`config.mk`:
```
export PLATFORM = sky130hd
export DESIGN_NAME = robot_motor_drive
export DESIGN_NICKNAME = d
export VERILOG_FILES = /design/src/rtl/robot_motor_drive.sv
export SDC_FILE = /design/constraint.sdc
export NUM_CORES = 1
export LEC_CHECK = 0
export BUFFER_PORTS_ARGS = -buffer_cell sky130_fd_sc_hd__buf_4
export CORE_AREA = 2 2 67 101
export DETAILED_ROUTE_END_ITERATION = 10
export DIE_AREA = 0 0 69 103
export PLACE_DENSITY = 0.78
export SYNTH_ARGS = -nofsm -noshare
export SYNTH_HDL_FRONTEND = slang
export SYNTH_SLANG_ARGS = --single-unit
```
`constraint.sdc`:
```
create_clock -name clk -period 3.1 [get_ports clk]
set_input_delay 0 -clock clk [delete_from_list [all_inputs] [get_ports clk]]
set_output_delay 0 -clock clk [all_outputs]
set_load 0.01 [all_outputs]
```
`src/rtl/robot_motor_drive.sv`:
```
// Two-wheel motor driver: robot state -> per-wheel ramped duty, PWM, direction with dead time, brake.
// Latency: target registers one cycle after state; duty steps once per ramp tick; pwm/settled combinational from registers.
// Backpressure: none; free-running, ERROR/enable=0 force duty 0 on the next cycle.
module robot_motor_drive #(
    parameter int PWM_BITS    = 8,
    parameter int DUTY_MAX    = 200,
    parameter int TURN_DUTY   = 128,
    parameter int RAMP_STEP   = 8,
    parameter int RAMP_DIV    = 16,
    parameter int DEAD_CYCLES = 32
) (
    input  logic                clk,
    input  logic                rst,
    input  logic [2:0]          state,
    input  logic                enable,
    output logic                pwm_l,
    output logic                pwm_r,
    output logic                dir_l,
    output logic                dir_r,
    output logic                brake,
    output logic [PWM_BITS-1:0] duty_l,
    output logic [PWM_BITS-1:0] duty_r,
    output logic                settled
);

    // Robot state codes, in the order the controller defines them.
    localparam logic [2:0] ST_IDLE     = 3'd0;
    localparam logic [2:0] ST_FORWARD  = 3'd1;
    localparam logic [2:0] ST_BACKWARD = 3'd2;
    localparam logic [2:0] ST_LEFT     = 3'd3;
    localparam logic [2:0] ST_RIGHT    = 3'd4;
    localparam logic [2:0] ST_STOP     = 3'd5;
    localparam logic [2:0] ST_ERROR    = 3'd6;
    localparam logic [2:0] ST_RECOVER  = 3'd7;

    localparam int DIV_W  = (RAMP_DIV > 1) ? $clog2(RAMP_DIV) : 1;
    localparam int DEAD_W = $clog2(DEAD_CYCLES + 1);
    localparam logic [PWM_BITS:0] STEP_W = (PWM_BITS+1)'(RAMP_STEP);

    typedef enum logic [1:0] {
        W_RUN   = 2'd0,
        W_DECEL = 2'd1,
        W_DEAD  = 2'd2
    } wheel_st_e;

    // Index 0 is the left wheel, index 1 the right wheel.
    logic [PWM_BITS-1:0] duty_q [2];
    logic [PWM_BITS-1:0] duty_d [2];
    logic                dir_q  [2];
    logic                dir_d  [2];
    wheel_st_e           wst_q  [2];
    wheel_st_e           wst_d  [2];
    logic [DEAD_W-1:0]   dead_q [2];
    logic [DEAD_W-1:0]   dead_d [2];
    logic                eff_dir [2];

    logic [DIV_W-1:0]    div_q, div_d;
    logic [PWM_BITS-1:0] cnt_q, cnt_d;
    logic                brake_q, brake_d;
    logic                tgt_hold_q, tgt_hold_d;
    logic [1:0]          tgt_dir_q, tgt_dir_d;
    logic [PWM_BITS-1:0] tgt_duty_q, tgt_duty_d;
    logic                tick;
    logic                force_zero;

    // One ramp step from cur toward tgt, clamping exactly at tgt.
    function automatic logic [PWM_BITS-1:0] ramp_toward(input logic [PWM_BITS-1:0] cur,
                                                        input logic [PWM_BITS-1:0] tgt);
        logic [PWM_BITS:0]   sum;
        logic [PWM_BITS-1:0] res;
        sum = {1'b0, cur} + STEP_W;
        res = cur;
        if (cur < tgt) begin
            res = (sum > {1'b0, tgt}) ? tgt : sum[PWM_BITS-1:0];
        end else if (cur > tgt) begin
            res = ((cur - tgt) < STEP_W[PWM_BITS-1:0]) ? tgt : (cur - STEP_W[PWM_BITS-1:0]);
        end
        return res;
    endfunction

    assign tick       = (div_q == DIV_W'(RAMP_DIV - 1));
    assign force_zero = (state == ST_ERROR) || !enable;

    // Hold-type states keep each wheel's present direction as its target.
    assign eff_dir[0] = tgt_hold_q ? dir_q[0] : tgt_dir_q[0];
    assign eff_dir[1] = tgt_hold_q ? dir_q[1] : tgt_dir_q[1];

    // Target table decode; registered so the target lags state by one cycle.
    always_comb begin
        tgt_hold_d = 1'b1;
        tgt_dir_d  = 2'b11;
        tgt_duty_d = '0;
        case (state)
            ST_FORWARD:  begin tgt_hold_d = 1'b0; tgt_dir_d = 2'b11; tgt_duty_d = PWM_BITS'(DUTY_MAX);  end
            ST_BACKWARD: begin tgt_hold_d = 1'b0; tgt_dir_d = 2'b00; tgt_duty_d = PWM_BITS'(DUTY_MAX);  end
            ST_LEFT:     begin tgt_hold_d = 1'b0; tgt_dir_d = 2'b10; tgt_duty_d = PWM_BITS'(TURN_DUTY); end
            ST_RIGHT:    begin tgt_hold_d = 1'b0; tgt_dir_d = 2'b01; tgt_duty_d = PWM_BITS'(TURN_DUTY); end
            ST_IDLE, ST_STOP, ST_ERROR, ST_RECOVER: ;
            default: ;
        endcase
    end

    // Ramp divider, PWM counter and brake request.
    always_comb begin
        div_d   = tick ? '0 : div_q + DIV_W'(1);
        cnt_d   = cnt_q + PWM_BITS'(1);
        brake_d = enable && ((state == ST_ERROR) ||
                  ((state == ST_STOP) && (duty_q[0] == '0) && (duty_q[1] == '0)));
    end

    // Per-wheel RUN/DECEL/DEAD sequencing; a forced stop overrides ramps and dead-time expiry.
    always_comb begin
        for (int w = 0; w < 2; w++) begin
            duty_d[w] = duty_q[w];
            dir_d[w]  = dir_q[w];
            wst_d[w]  = wst_q[w];
            dead_d[w] = dead_q[w];
            if (force_zero) begin
                duty_d[w] = '0;
                wst_d[w]  = W_RUN;
                dead_d[w] = '0;
            end else begin
                case (wst_q[w])
                    W_RUN: begin
                        if (eff_dir[w] != dir_q[w]) begin
                            wst_d[w] = W_DECEL;
                        end else if (tick) begin
                            duty_d[w] = ramp_toward(duty_q[w], tgt_duty_q);
                        end
                    end
                    W_DECEL: begin
                        if (eff_dir[w] == dir_q[w]) begin
                            wst_d[w] = W_RUN;
                        end else if (duty_q[w] == '0) begin
                            wst_d[w]  = W_DEAD;
                            dead_d[w] = '0;
                        end else if (tick) begin
                            duty_d[w] = ramp_toward(duty_q[w], '0);
                        end
                    end
                    W_DEAD: begin
                        if (eff_dir[w] == dir_q[w]) begin
                            wst_d[w]  = W_RUN;
                            dead_d[w] = '0;
                        end else if (dead_q[w] == DEAD_W'(DEAD_CYCLES - 1)) begin
                            dir_d[w]  = eff_dir[w];
                            wst_d[w]  = W_RUN;
                            dead_d[w] = '0;
                        end else begin
                            dead_d[w] = dead_q[w] + DEAD_W'(1);
                        end
                    end
                    default: wst_d[w] = W_RUN;
                endcase
            end
        end
    end

    // State registers with synchronous reset.
    always_ff @(posedge clk) begin
        if (rst) begin
            div_q      <= '0;
            cnt_q      <= '0;
            brake_q    <= 1'b0;
            tgt_hold_q <= 1'b1;
            tgt_dir_q  <= 2'b11;
            tgt_duty_q <= '0;
            for (int w = 0; w < 2; w++) begin
                duty_q[w] <= '0;
                dir_q[w]  <= 1'b1;
                wst_q[w]  <= W_RUN;
                dead_q[w] <= '0;
            end
        end else begin
            div_q      <= div_d;
            cnt_q      <= cnt_d;
            brake_q    <= brake_d;
            tgt_hold_q <= tgt_hold_d;
            tgt_dir_q  <= tgt_dir_d;
            tgt_duty_q <= tgt_duty_d;
            for (int w = 0; w < 2; w++) begin
                duty_q[w] <= duty_d[w];
                dir_q[w]  <= dir_d[w];
                wst_q[w]  <= wst_d[w];
                dead_q[w] <= dead_d[w];
            end
        end
    end

    // Outputs: PWM compare and settled status straight from registers.
    always_comb begin
        pwm_l   = (cnt_q < duty_q[0]);
        pwm_r   = (cnt_q < duty_q[1]);
        settled = (wst_q[0] == W_RUN) && (wst_q[1] == W_RUN) &&
                  (duty_q[0] == tgt_duty_q) && (duty_q[1] == tgt_duty_q) &&
                  (dir_q[0] == eff_dir[0]) && (dir_q[1] == eff_dir[1]);
    end

    assign dir_l  = dir_q[0];
    assign dir_r  = dir_q[1];
    assign duty_l = duty_q[0];
    assign duty_r = duty_q[1];
    assign brake  = brake_q;

endmodule

```
; After elaboration in Yosys (flattened, before gate mapping)
; Memories as Yosys holds them, arrays and structs flattened.
; Index checks and enable logic that the tools add are counted.
[classes]
addsub = 10
n_lt_le_gt_ge = 18
eq_ne = 21
mux = 80
bitwise = 8
n_reduce_logical = 19
[ops]
columns = cell, count
row1 = $mux 8, 30
row2 = $mux 6, 12
row3 = $pmux 8 s2, 3
row4 = $lt 8x4->1 const B, 4
row5 = $lt 8x8->1, 4
row6 = $mux 2, 14
row7 = $pmux 6 s2, 2
row8 = $add 8x4->9 const B, 2
row9 = $gt 9x1->1 const B, 2
row10 = $gt 9x8->1, 2
row11 = $pmux 2 s3, 3
row12 = $eq 8x8->1, 2
row13 = $gt 8x1->1 const B, 2
row14 = $gt 8x8->1, 2
row15 = $logic_not 8->1, 2
row16 = $lt 8x1->1 const B, 2
row17 = $mux 1, 16
row18 = $sub 8x4->8 const B, 2
row19 = $sub 8x8->8, 2
row20 = $add 6x1->6 const B, 2
row21 = $eq 6x5->1 const B, 2
row22 = $eq 3x3->1 const B, 3
row23 = $add 8x1->8 const B, 1
row24 = $logic_and 1x1->1, 8
row25 = other kinds (14), 32
[totals]
regBits = 24
mem_bits_rw = 34
input_bits = 6
output_inout_bits = 22
n_memories = 4
[mem_list]
columns = memory, words, word_bits, rd, rd_ports_with_merged_regs, wr, line_no
row1 = duty_q, 2, 8, 2, 0, 2, 47  ; logic [PWM_BITS-1:0] duty_q [2];
row2 = dead_q, 2, 6, 2, 0, 2, 53  ; logic [DEAD_W-1:0] dead_q [2];
row3 = wst_q, 2, 2, 2, 0, 2, 51  ; wheel_st_e wst_q [2];
row4 = dir_q, 2, 1, 2, 0, 2, 49  ; logic dir_q [2];

; Logic depth before layout (Yosys ltp)
; Gate-level depths: netlist of run 1.
[logic_depth]
word_depth = 10
depth_mapped = 10
depth_no_buf = 10

; Least setup slack after synthesis of run 1
; No wires, ideal clock.
[synth_path]
kind = register to register
from = memory duty_q[0][4]
to = memory duty_q[0][3]
setup_time_ps = 74
t_arrival_ps = 2516
path_slack_ps = 509
path_stages_with_launch = 11
n_path_buf = 0
period_less_slack_ps = 2591
path_cell_list = dfxtp_1 > ha_1 > nand3_1 > xnor2_1 > ha_1 > and3b_1 > a31oi_1 > o31ai_1 > a21boi_1 > or3_1 > a31oi_1
[synth_rtl]
columns = element, line_no
row1 = from (decl), 47

==> results of run 1 <==
-- critical path, delay by kind of cell (launching register included) --
family	cells	cell delay, ns
compound gates	5	0.81
fa+ha+maj	2	0.61
flops	1	0.53
simple gates	2	0.30
xor+xnor	1	0.19
buf+inv	1	0.18
-- cells in the mapped netlist (5+ instances only) --
master / n
dfxtp_1: 46
nor2_1: 35
ha_1: 32
a21oi_1: 25
xnor2_1: 21
o21ai_0: 20
inv_1: 19
nand2_1: 18
nand3_1: 18
and3_1: 11
a31oi_1: 9
nor3_1: 9
o21a_1: 9
xor2_1: 9
or3_1: 8
clkbuf_1: 7
nand2b_1: 7
buf_4: 6
mux2i_1: 5
nand3b_1: 5
nor2b_1: 5
o21ai_1: 5
-- flip-flops by register name, summed over array words and instances (netlist names) --
register	count
brake	1
tgt_duty_q	2
duty_q	10
tgt_hold_q	1
cnt_q	8
tgt_dir_q	2
wst_q	4
div_q	4
dead_q	12
dir_q	2
-- through the flow --
step,setup WS (ns),power [W],area [µm²]
final,0.3642,0.001270,3711
after detailed placement,0.3851,0.0008090,3541
after CTS,0.3775,0.001273,3711
after floorplan,0.5095,0.0007624,3341
after global placement,0.5648,0.0008029,3541
after global routing,0.1156,0.001319,3711
-- cell families after synthesis --
logic type | count (synthesis)
compound gates | 102
xor+xnor | 30
fa+ha+maj | 32
buf+inv | 36
flops | 46
mux | 5
other cells | 1
simple gates | 150
-- power groups by stage --
| stage | clock network [W] | logic [W] | registers (W) |
|---|---|---|---|
| 6_report | 0.000465 | 0.000195 | 0.000611 |
| 5_1_grt | 0.000489 | 0.000217 | 0.000612 |
| 4_1_cts | 0.000470 | 0.000192 | 0.000611 |
| 3_5_place_dp | 0 | 0.000184 | 0.000625 |
| 3_3_place_gp | 0 | 0.000179 | 0.000624 |
| 2_1_floorplan | 0 | 0.000139 | 0.000623 |
-- final cells by class --
class / count / area [µm²]
clock buffer: 6 / 72.57
clock inverter: 2 / 37.54
fill: 566 / 2595
inverter: 19 / 71.32
multi-input combinational: 325 / 2251
sequential: 46 / 920.9
tap: 76 / 95.09
timing repair buffer: 33 / 262.8
-- worst paths after layout --
kind                            slack, ns  depth (start not counted)      endpoint
worst max register to register       0.36                         11  duty_q[0][6]
worst min-delay path                 0.45                          1      cnt_q[0]
worst max-delay path                 0.36                         11  duty_q[0][6]
worst min register to register       0.45                          1      cnt_q[0]
-- metal layers --
layer / track usage / part of all wire / up-vias
met4: 0.1463 / 0.043 / 0
met5: 0 / 0 / -
met2: 0.4379 / 0.50 / 100
met3: 0.04106 / 0.053 / 28
met1: 0.2596 / 0.40 / 1431
li1: - / - / 1509
==> impl_metrics.tcl, run 1 <==
set metrics [dict create \
    cts_root_buf "clkbuf_8" \
    hpwl_mm 6.135 \
    cts_tree "done" \
    netlist_top_cells_area "dfxtp_1, ha_1, xnor2_1" \
    syn-cell-area_mm2 0.003322 \
    grt_pass1_wl_mm 13.73 \
    cp_max_fo 10 \
    critPathMaxStageDelay_ns 0.53 \
    pwr-share-comb 0.154 \
    drt_pre_antenna_iters 4 \
    final_max_slew_viol_count 0 \
    wl_per_cell_um 16.13 \
    grt_pass1_vias 3022 \
    final_cell_mix "dfxtp_1, nor2_1, ha_1, buf_4, a21oi_1" \
    die_area_mm2 0.007107 \
    drc 0 \
    h-tree-depth 2 \
    maxCapViolCount 0 \
    via_per_inst 6.051 \
    cp.required_ns 3.29 \
    internal_power_w 0.0009298 \
    antenna_found_initial 0 \
    syn2layout_area_growth_pct 11.71 \
    switching_power_w 0.0003407 \
    cts_resized 0 \
    leakage_nw 1.445 \
    post_cts_buffers 0 \
    rsz0062_at_grt "false" \
    synth_compound_area_frac 0.2049 \
    post-route-util 0.5885 \
    start_kind "flip-flop" \
    dpl.cell_count 493 \
    grt.overflow.total 0 \
    cp_data_arrival_time_ns 2.93 \
    via_count 3068 \
    hp-class "reg -> reg" \
    fin_skew_ns 0.003654 \
    avgSynthCellArea_um2 8.264 \
    drtIter0Drc 257 \
    slew_headroom 0.5712 \
    min_from "cnt_q[0]" \
    rows 36 \
    switching_share 0.2681 \
    irDropWorstVdd_v 0.0002408 \
    timing.setup.tns_ns 0 \
    crit_type "reg -> reg" \
    setup_viol 0 \
    period_share 0.8825 \
    outcome "completed" \
    die-width_um 69 \
    synth_top_family_by_area "simple AND/OR/NAND/NOR gates" \
    synth_ff_type "dfxtp_1" \
    synth-simple-area-share 0.2512 \
    ios 28 \
    synth_seq_area_share 0.2772 \
    nets 468 \
    crit_path_start "duty_q[0][4]" \
    grt_usage 0.2400 \
    clkPwrFrac 0.366 \
    seqPwrFrac 0.481 \
    cts_sinks 46 \
    worstSkewPairLatency_ns 0.31 \
    floorplan.initialDensity 0.5268 \
    clockBufferDepth 2 \
    worst_pin_slew_ns 0.6412 \
    yosys.area_share.adder 0.1205 \
    final_common_cell "dfxtp_1" \
    synthMuxAreaShare 0.01507 \
    wl_mm 8.178 \
    cts_buffers 5 \
    syn_inst 402 \
    ys_ff_latch 46 \
    r2r_start "duty_q[0][4]" \
    netlist-cell-type-count 63 \
    async_reset_ff_frac 0 \
    holdWs_ns 0.4474 \
    synthXorXnorAreaFrac 0.07910 \
    place.gp.congestion 0.9219 \
    grt_max_degree 22 \
    die_y_um 103 \
    coreArea_mm2 0.006306 \
    yosysWarnings 0 \
    layout.cells.non_filler 507 \
    drive_gt1_frac 0.1067 \
    holdBufCountCts 6 \
    cp_cell_sequence "ha_1, nand3_1, xnor2_1, ha_1, and3b_1, a31oi_1, o31ai_1, buf_4, a21oi_1, o311ai_0, a21oi_1" \
    num_antenna_cells 0 \
    synth_top_cell_area_share 0.2772 \
    p_per_area_mw_per_mm2 342.3 \
    ant_nets 0 \
    clk_pin_slew_worst_paths_ns 0.09 \
    max_freq_ghz 0.3655 \
    netlist.top_cell.by_area "dfxtp_1" \
    period_needed_ns 2.736 \
    end_kind "flip-flop" \
    hold_viol 0 \
    synth_edf_count 0 \
    port_buffers 21 \
    cpMaxStageDelayCell "dfxtp_1" \
]
Power figures use the tool's default switching activity.
==> run 2, diff against run 1 <==
--- a/config.mk
+++ b/config.mk
@@ -6,10 +6,12 @@
 export NUM_CORES = 1
 export LEC_CHECK = 0
 export BUFFER_PORTS_ARGS = -buffer_cell sky130_fd_sc_hd__buf_4
-export CORE_AREA = 2 2 67 101
+export CELL_PAD_IN_SITES_DETAIL_PLACEMENT = 0
+export CELL_PAD_IN_SITES_GLOBAL_PLACEMENT = 2
+export CORE_AREA = 2 2 82 123
 export DETAILED_ROUTE_END_ITERATION = 10
-export DIE_AREA = 0 0 69 103
-export PLACE_DENSITY = 0.78
+export DIE_AREA = 0 0 84 125
+export PLACE_DENSITY = 0.84
 export SYNTH_ARGS = -nofsm -noshare
 export SYNTH_HDL_FRONTEND = slang
 export SYNTH_SLANG_ARGS = --single-unit
==> impl_metrics.tcl, run 2 (synthesis results as in run 1) <==
set metrics [dict create \
    outcome "completed" \
    timing.setup.tns_ns 0 \
    drive_gt1_frac 0.1119 \
    cpMaxStageDelayCell "dfxtp_1" \
    via_per_inst 5.528 \
    wl_mm 8.582 \
    pwr-share-comb 0.141 \
    ant_nets 0 \
    end_kind "flip-flop" \
    clk_pin_slew_worst_paths_ns 0.06 \
    post-route-util 0.3956 \
    wl_per_cell_um 15.78 \
    die-width_um 84 \
    num_antenna_cells 0 \
    regMostFlops "dead_q" \
    via_count 3007 \
    top_regs "dead_q (12), duty_q (10), cnt_q (8)" \
    seqPwrFrac 0.457 \
    p_per_area_mw_per_mm2 354.9 \
    hold_viol 0 \
    grt_usage 0.1654 \
    grt.overflow.total 0 \
    drtIter0Drc 107 \
    internal_power_w 0.0009861 \
    largest_reg_flops 12 \
    final_max_slew_viol_count 0 \
    syn2layout_area_growth_pct 13.41 \
    register_area_um2 920.9 \
    period_needed_ns 2.746 \
    min_from "enable" \
    crit_type "reg -> reg" \
    period_share 0.8859 \
    grtUsageMet2 0.3007 \
    rsz0062_at_grt "false" \
    worstSkewPairLatency_ns 0.29 \
    ios 28 \
    coreArea_mm2 0.009524 \
    die_y_um 125 \
    cp.required_ns 3.29 \
    switching_share 0.2624 \
    r2r_start "duty_q[0][12]" \
    antenna_found_initial 0 \
    die_area_mm2 0.01050 \
    floorplan.initialDensity 0.3488 \
    drc 0 \
    leakage_nw 1.455 \
    cp_cell_sequence "ha_1, nand3_1, xnor2_1, ha_1, and3b_1, a31oi_1, o32ai_1, buf_4, nand3_1, o21a_1, o32ai_1" \
    multi_input_area_mm2 0.002251 \
    max_freq_ghz 0.3641 \
    cts_buffers 5 \
    grt_pass1_wl_mm 14.19 \
    cts_tree "done" \
    clockBufferDepth 2 \
    grt_pass1_vias 3004 \
    maxCapViolCount 0 \
    critPathMaxStageDelay_ns 0.52 \
    slew_headroom 0.5910 \
    hpwl_mm 6.641 \
    final_common_cell "dfxtp_1" \
    fin_skew_ns 0.005454 \
    cp_max_fo 8 \
    fillers 998 \
    start_kind "flip-flop" \
    cts_sinks 46 \
    dpl.cell_count 534 \
    drt_pre_antenna_iters 4 \
    met1_usage 0.1864 \
    crit_path_start "duty_q[0][12]" \
    place.gp.congestion 0.8567 \
    rows 44 \
    switching_power_w 0.0003508 \
    cp_data_arrival_time_ns 2.94 \
    grt_max_degree 22 \
    final_cell_mix "dfxtp_1, nor2_1, ha_1, buf_4, a21oi_1" \
    clkPwrFrac 0.401 \
    cts_root_buf "clkbuf_16" \
    setup_viol 0 \
    worst_pin_slew_ns 0.6119 \
    h-tree-depth 2 \
    port_buffers 21 \
    grtUsageMet3 0.03168 \
    irDropWorstVdd_v 0.0002228 \
    cts_resized 0 \
    nets 466 \
    hp-class "in -> reg" \
    layout.cells.non_filler 544 \
    busiest_layer "met2" \
]
## run 2: cell count changes in the layout (fill, tap and decap cells not counted), sizes merged
cell	delta
clkinvlp	-1
bufinv	-1
clkinv	+2
dlygate4sd3	-4
buf	+2
## run 2: layer usage
layer	wire (µm)	share of wire
met5	0	0
met4	239	0.028
met3	337	0.039
met2	4496	0.52
met1	3508	0.41
## run 2: through the flow
stage	setup slack [ns]	hold slack [ns]	area, µm²	power (W)
4_1_cts	0.3558	0.008528	3767	0.001361
5_1_grt	0.1608	0.01471	3767	0.001399
6_report	0.3537	0.01336	3767	0.001337
2_1_floorplan	0.5095	0.07733	3341	0.0007624
3_5_place_dp	0.3766	0.2298	3605	0.0008118
3_3_place_gp	0.3690	0.2234	3605	0.0008103
## run 2: area by class of cell
type | instances | share of cell area
clock inverter | 2 | 0.003653
tap | 115 | 0.03819
sequential | 46 | 0.2444
timing repair buffer | 31 | 0.06310
multi-input combinational | 325 | 0.5975
clock buffer | 6 | 0.03421
inverter | 19 | 0.01893
## run 2: final timing paths
path                        end  slack [ns]  cells past startpoint
setup / recovery  duty_q[0][13]        0.35                     11
hold / removal            brake        0.01                      2
setup reg to reg  duty_q[0][13]        0.35                     11
hold reg to reg        cnt_q[0]        0.44                      1
## run 2: critical path, delay by kind of cell (launching register included)
kind,cells,cell delay [ns]
AOI/OAI and AO/OA,4,0.74
adders and majority gates,2,0.64
DFF,1,0.52
and+or+nand+nor,3,0.38
buffers and inverters,1,0.19
xor gates and xnor gates,1,0.18
## run 2: repair_timing
action / in CTS / in global routing
hold endpoints to repair: 3 / 0
hold buffers: 2 / 0
buffers inserted: 0 / 0
## run 2: power groups by stage
stage / sequential (W) / clock (W) / combinational, W
floorplan: 0.000623 / 0 / 0.000139
global placement: 0.000624 / 0 / 0.000186
detailed placement: 0.000625 / 0 / 0.000187
CTS: 0.000611 / 0.000561 / 0.000190
global route: 0.000612 / 0.000576 / 0.000210
finish: 0.000611 / 0.000537 / 0.000189
==> run 3, diff against run 2 <==
--- a/config.mk
+++ b/config.mk
@@ -5,12 +5,12 @@
 export SDC_FILE = /design/constraint.sdc
 export NUM_CORES = 1
 export LEC_CHECK = 0
-export BUFFER_PORTS_ARGS = -buffer_cell sky130_fd_sc_hd__buf_4
 export CELL_PAD_IN_SITES_DETAIL_PLACEMENT = 0
 export CELL_PAD_IN_SITES_GLOBAL_PLACEMENT = 2
-export CORE_AREA = 2 2 82 123
+export CORE_AREA = 2 2 79 119
 export DETAILED_ROUTE_END_ITERATION = 10
-export DIE_AREA = 0 0 84 125
+export DIE_AREA = 0 0 81 121
+export DONT_BUFFER_PORTS = 1
 export PLACE_DENSITY = 0.84
 export SYNTH_ARGS = -nofsm -noshare
 export SYNTH_HDL_FRONTEND = slang
==> impl_metrics.tcl, run 3 (synthesis results as in run 1) <==
set metrics [dict create \
    outcome "completed" \
    multi_input_area_mm2 0.002251 \
    regMostFlops "dead_q" \
    hold_viol 0 \
    place.gp.congestion 0.8506 \
    drtIter0Drc 145 \
    rsz0062_at_grt "false" \
    post_cts_buffers 0 \
    switching_share 0.2721 \
    final_max_slew_viol_count 0 \
    rows 42 \
    holdWs_ns 0.1220 \
    h-tree-depth 2 \
    setup_viol 0 \
    hpwl_mm 6.609 \
    end_kind "flip-flop" \
    final_common_cell "dfxtp_1" \
    irDropWorstVdd_v 0.0001965 \
    cts_buffers 5 \
    grt_max_degree 20 \
    cp.required_ns 3.30 \
    coreArea_mm2 0.008723 \
    cp_data_arrival_time_ns 2.98 \
    floorplan.initialDensity 0.3808 \
    drive_gt1_frac 0.07005 \
    syn2layout_area_growth_pct 10.43 \
    slew_headroom 0.5324 \
    max_freq_ghz 0.3598 \
    hp-class "in -> reg" \
    top_regs "dead_q (12), duty_q (10), cnt_q (8)" \
    die-width_um 81 \
    drc 0 \
    ant_nets 0 \
    leakage_nw 1.377 \
    internal_power_w 0.0009864 \
    grt_usage 0.1887 \
    ios 28 \
    period_needed_ns 2.779 \
    num_antenna_cells 0 \
    p_per_area_mw_per_mm2 369.4 \
    clkPwrFrac 0.412 \
    cp_max_fo 8 \
    nets 451 \
    largest_reg_flops 12 \
    cts_sinks 46 \
    seqPwrFrac 0.452 \
    wl_per_cell_um 16.61 \
    fin_skew_ns 0.005151 \
    crit_type "reg -> reg" \
    drt_pre_antenna_iters 5 \
    worst_pin_slew_ns 0.6990 \
    grt_pass1_vias 2856 \
    timing.setup.tns_ns 0 \
    die_y_um 121 \
    worstSkewPairLatency_ns 0.30 \
    grt_pass1_wl_mm 14.35 \
    antenna_found_initial 0 \
    port_buffers 0 \
    fillers 922 \
    register_area_um2 920.9 \
    die_area_mm2 0.009801 \
    wl_mm 8.704 \
    maxCapViolCount 0 \
    switching_power_w 0.0003688 \
    final_cell_mix "dfxtp_1, nor2_1, ha_1, a21oi_1, xnor2_1" \
    cts_tree "done" \
    clockBufferDepth 2 \
    clk_pin_slew_worst_paths_ns 0.07 \
    grt.overflow.total 0 \
    pwr-share-comb 0.136 \
    cts_root_buf "clkbuf_16" \
    start_kind "flip-flop" \
    via_count 2972 \
    period_share 0.8965 \
    via_per_inst 5.672 \
]
run 3: cell count changes in the layout (fill, tap and decap cells not counted), sizes merged:
cell / delta
clkinv: -1
buf: -20
inv: +1
dlygate4sd3: +5
clkbuf: -1
clkinvlp: +1
run 3: metal layers:
metal | global-route usage | share of wire | wire, µm
met4 | 0.08369 | 0.030 | 258
met2 | 0.3316 | 0.52 | 4496
met5 | 0 | 0 | 0
met3 | 0.03720 | 0.039 | 342
met1 | 0.2156 | 0.41 | 3606
run 3: critical path: stages, from the launching register on:
cell and delay (ns):
dfxtp_1 0.54, ha_1 0.32, nand3_1 0.12, xnor2_1 0.18, ha_1 0.33, and3b_1 0.16
a31oi_1 0.05, o32ai_1 0.28, buf_4 0.19, nand3_1 0.10, o21a_1 0.20, o32ai_1 0.21
run 3: path summary, 6_finish.rpt:
path,to,cells after the start,start,slack (ns)
min,dir_q[0][1],4,enable,0.12
max reg2reg,duty_q[0][13],11,duty_q[0][12],0.32
min reg2reg,cnt_q[0],1,cnt_q[0],0.44
max,duty_q[0][13],11,duty_q[0][12],0.32
run 3: power groups by stage:
| stage | Combinational [W] | Clock (W) | Sequential [W] |
|---|---|---|---|
| finish | 0.000185 | 0.000558 | 0.000612 |
| global route | 0.000204 | 0.000592 | 0.000614 |
| CTS | 0.000183 | 0.000572 | 0.000612 |
| detailed placement | 0.000170 | 0 | 0.000626 |
| global placement | 0.000171 | 0 | 0.000626 |
| floorplan | 0.000139 | 0 | 0.000623 |
run 3: cell type report:
| class | instances | share of cell area |
|---|---|---|
| clock buffers | 5 | 0.03411 |
| clock inverters | 3 | 0.006821 |
| inverters | 19 | 0.01944 |
| multi-input cells | 325 | 0.6136 |
| flip-flops and latches | 46 | 0.2510 |
| well taps | 110 | 0.03752 |
| repair buffers | 16 | 0.03752 |
run 3: repair_timing:
action	CTS	global route
hold buffers	7	0
resized for setup	0	0
endpoints found under the hold margin	20	0
run 3: stage by stage:
stage | cell area, µm² | total power [W] | worst slack, ns | instances | utilization
floorplan | 3341 | 0.0007624 | 0.5095 | 407 | -
finish | 3669 | 0.001355 | 0.3209 | 524 | 0.4205
detailed placement | 3448 | 0.0007965 | 0.3582 | 509 | 0.3953
CTS | 3669 | 0.001368 | 0.3318 | 524 | 0.4205
global placement | 3448 | 0.0007966 | 0.3959 | 509 | 0.3953
global route | 3669 | 0.001410 | 0.02374 | 524 | 0.4205
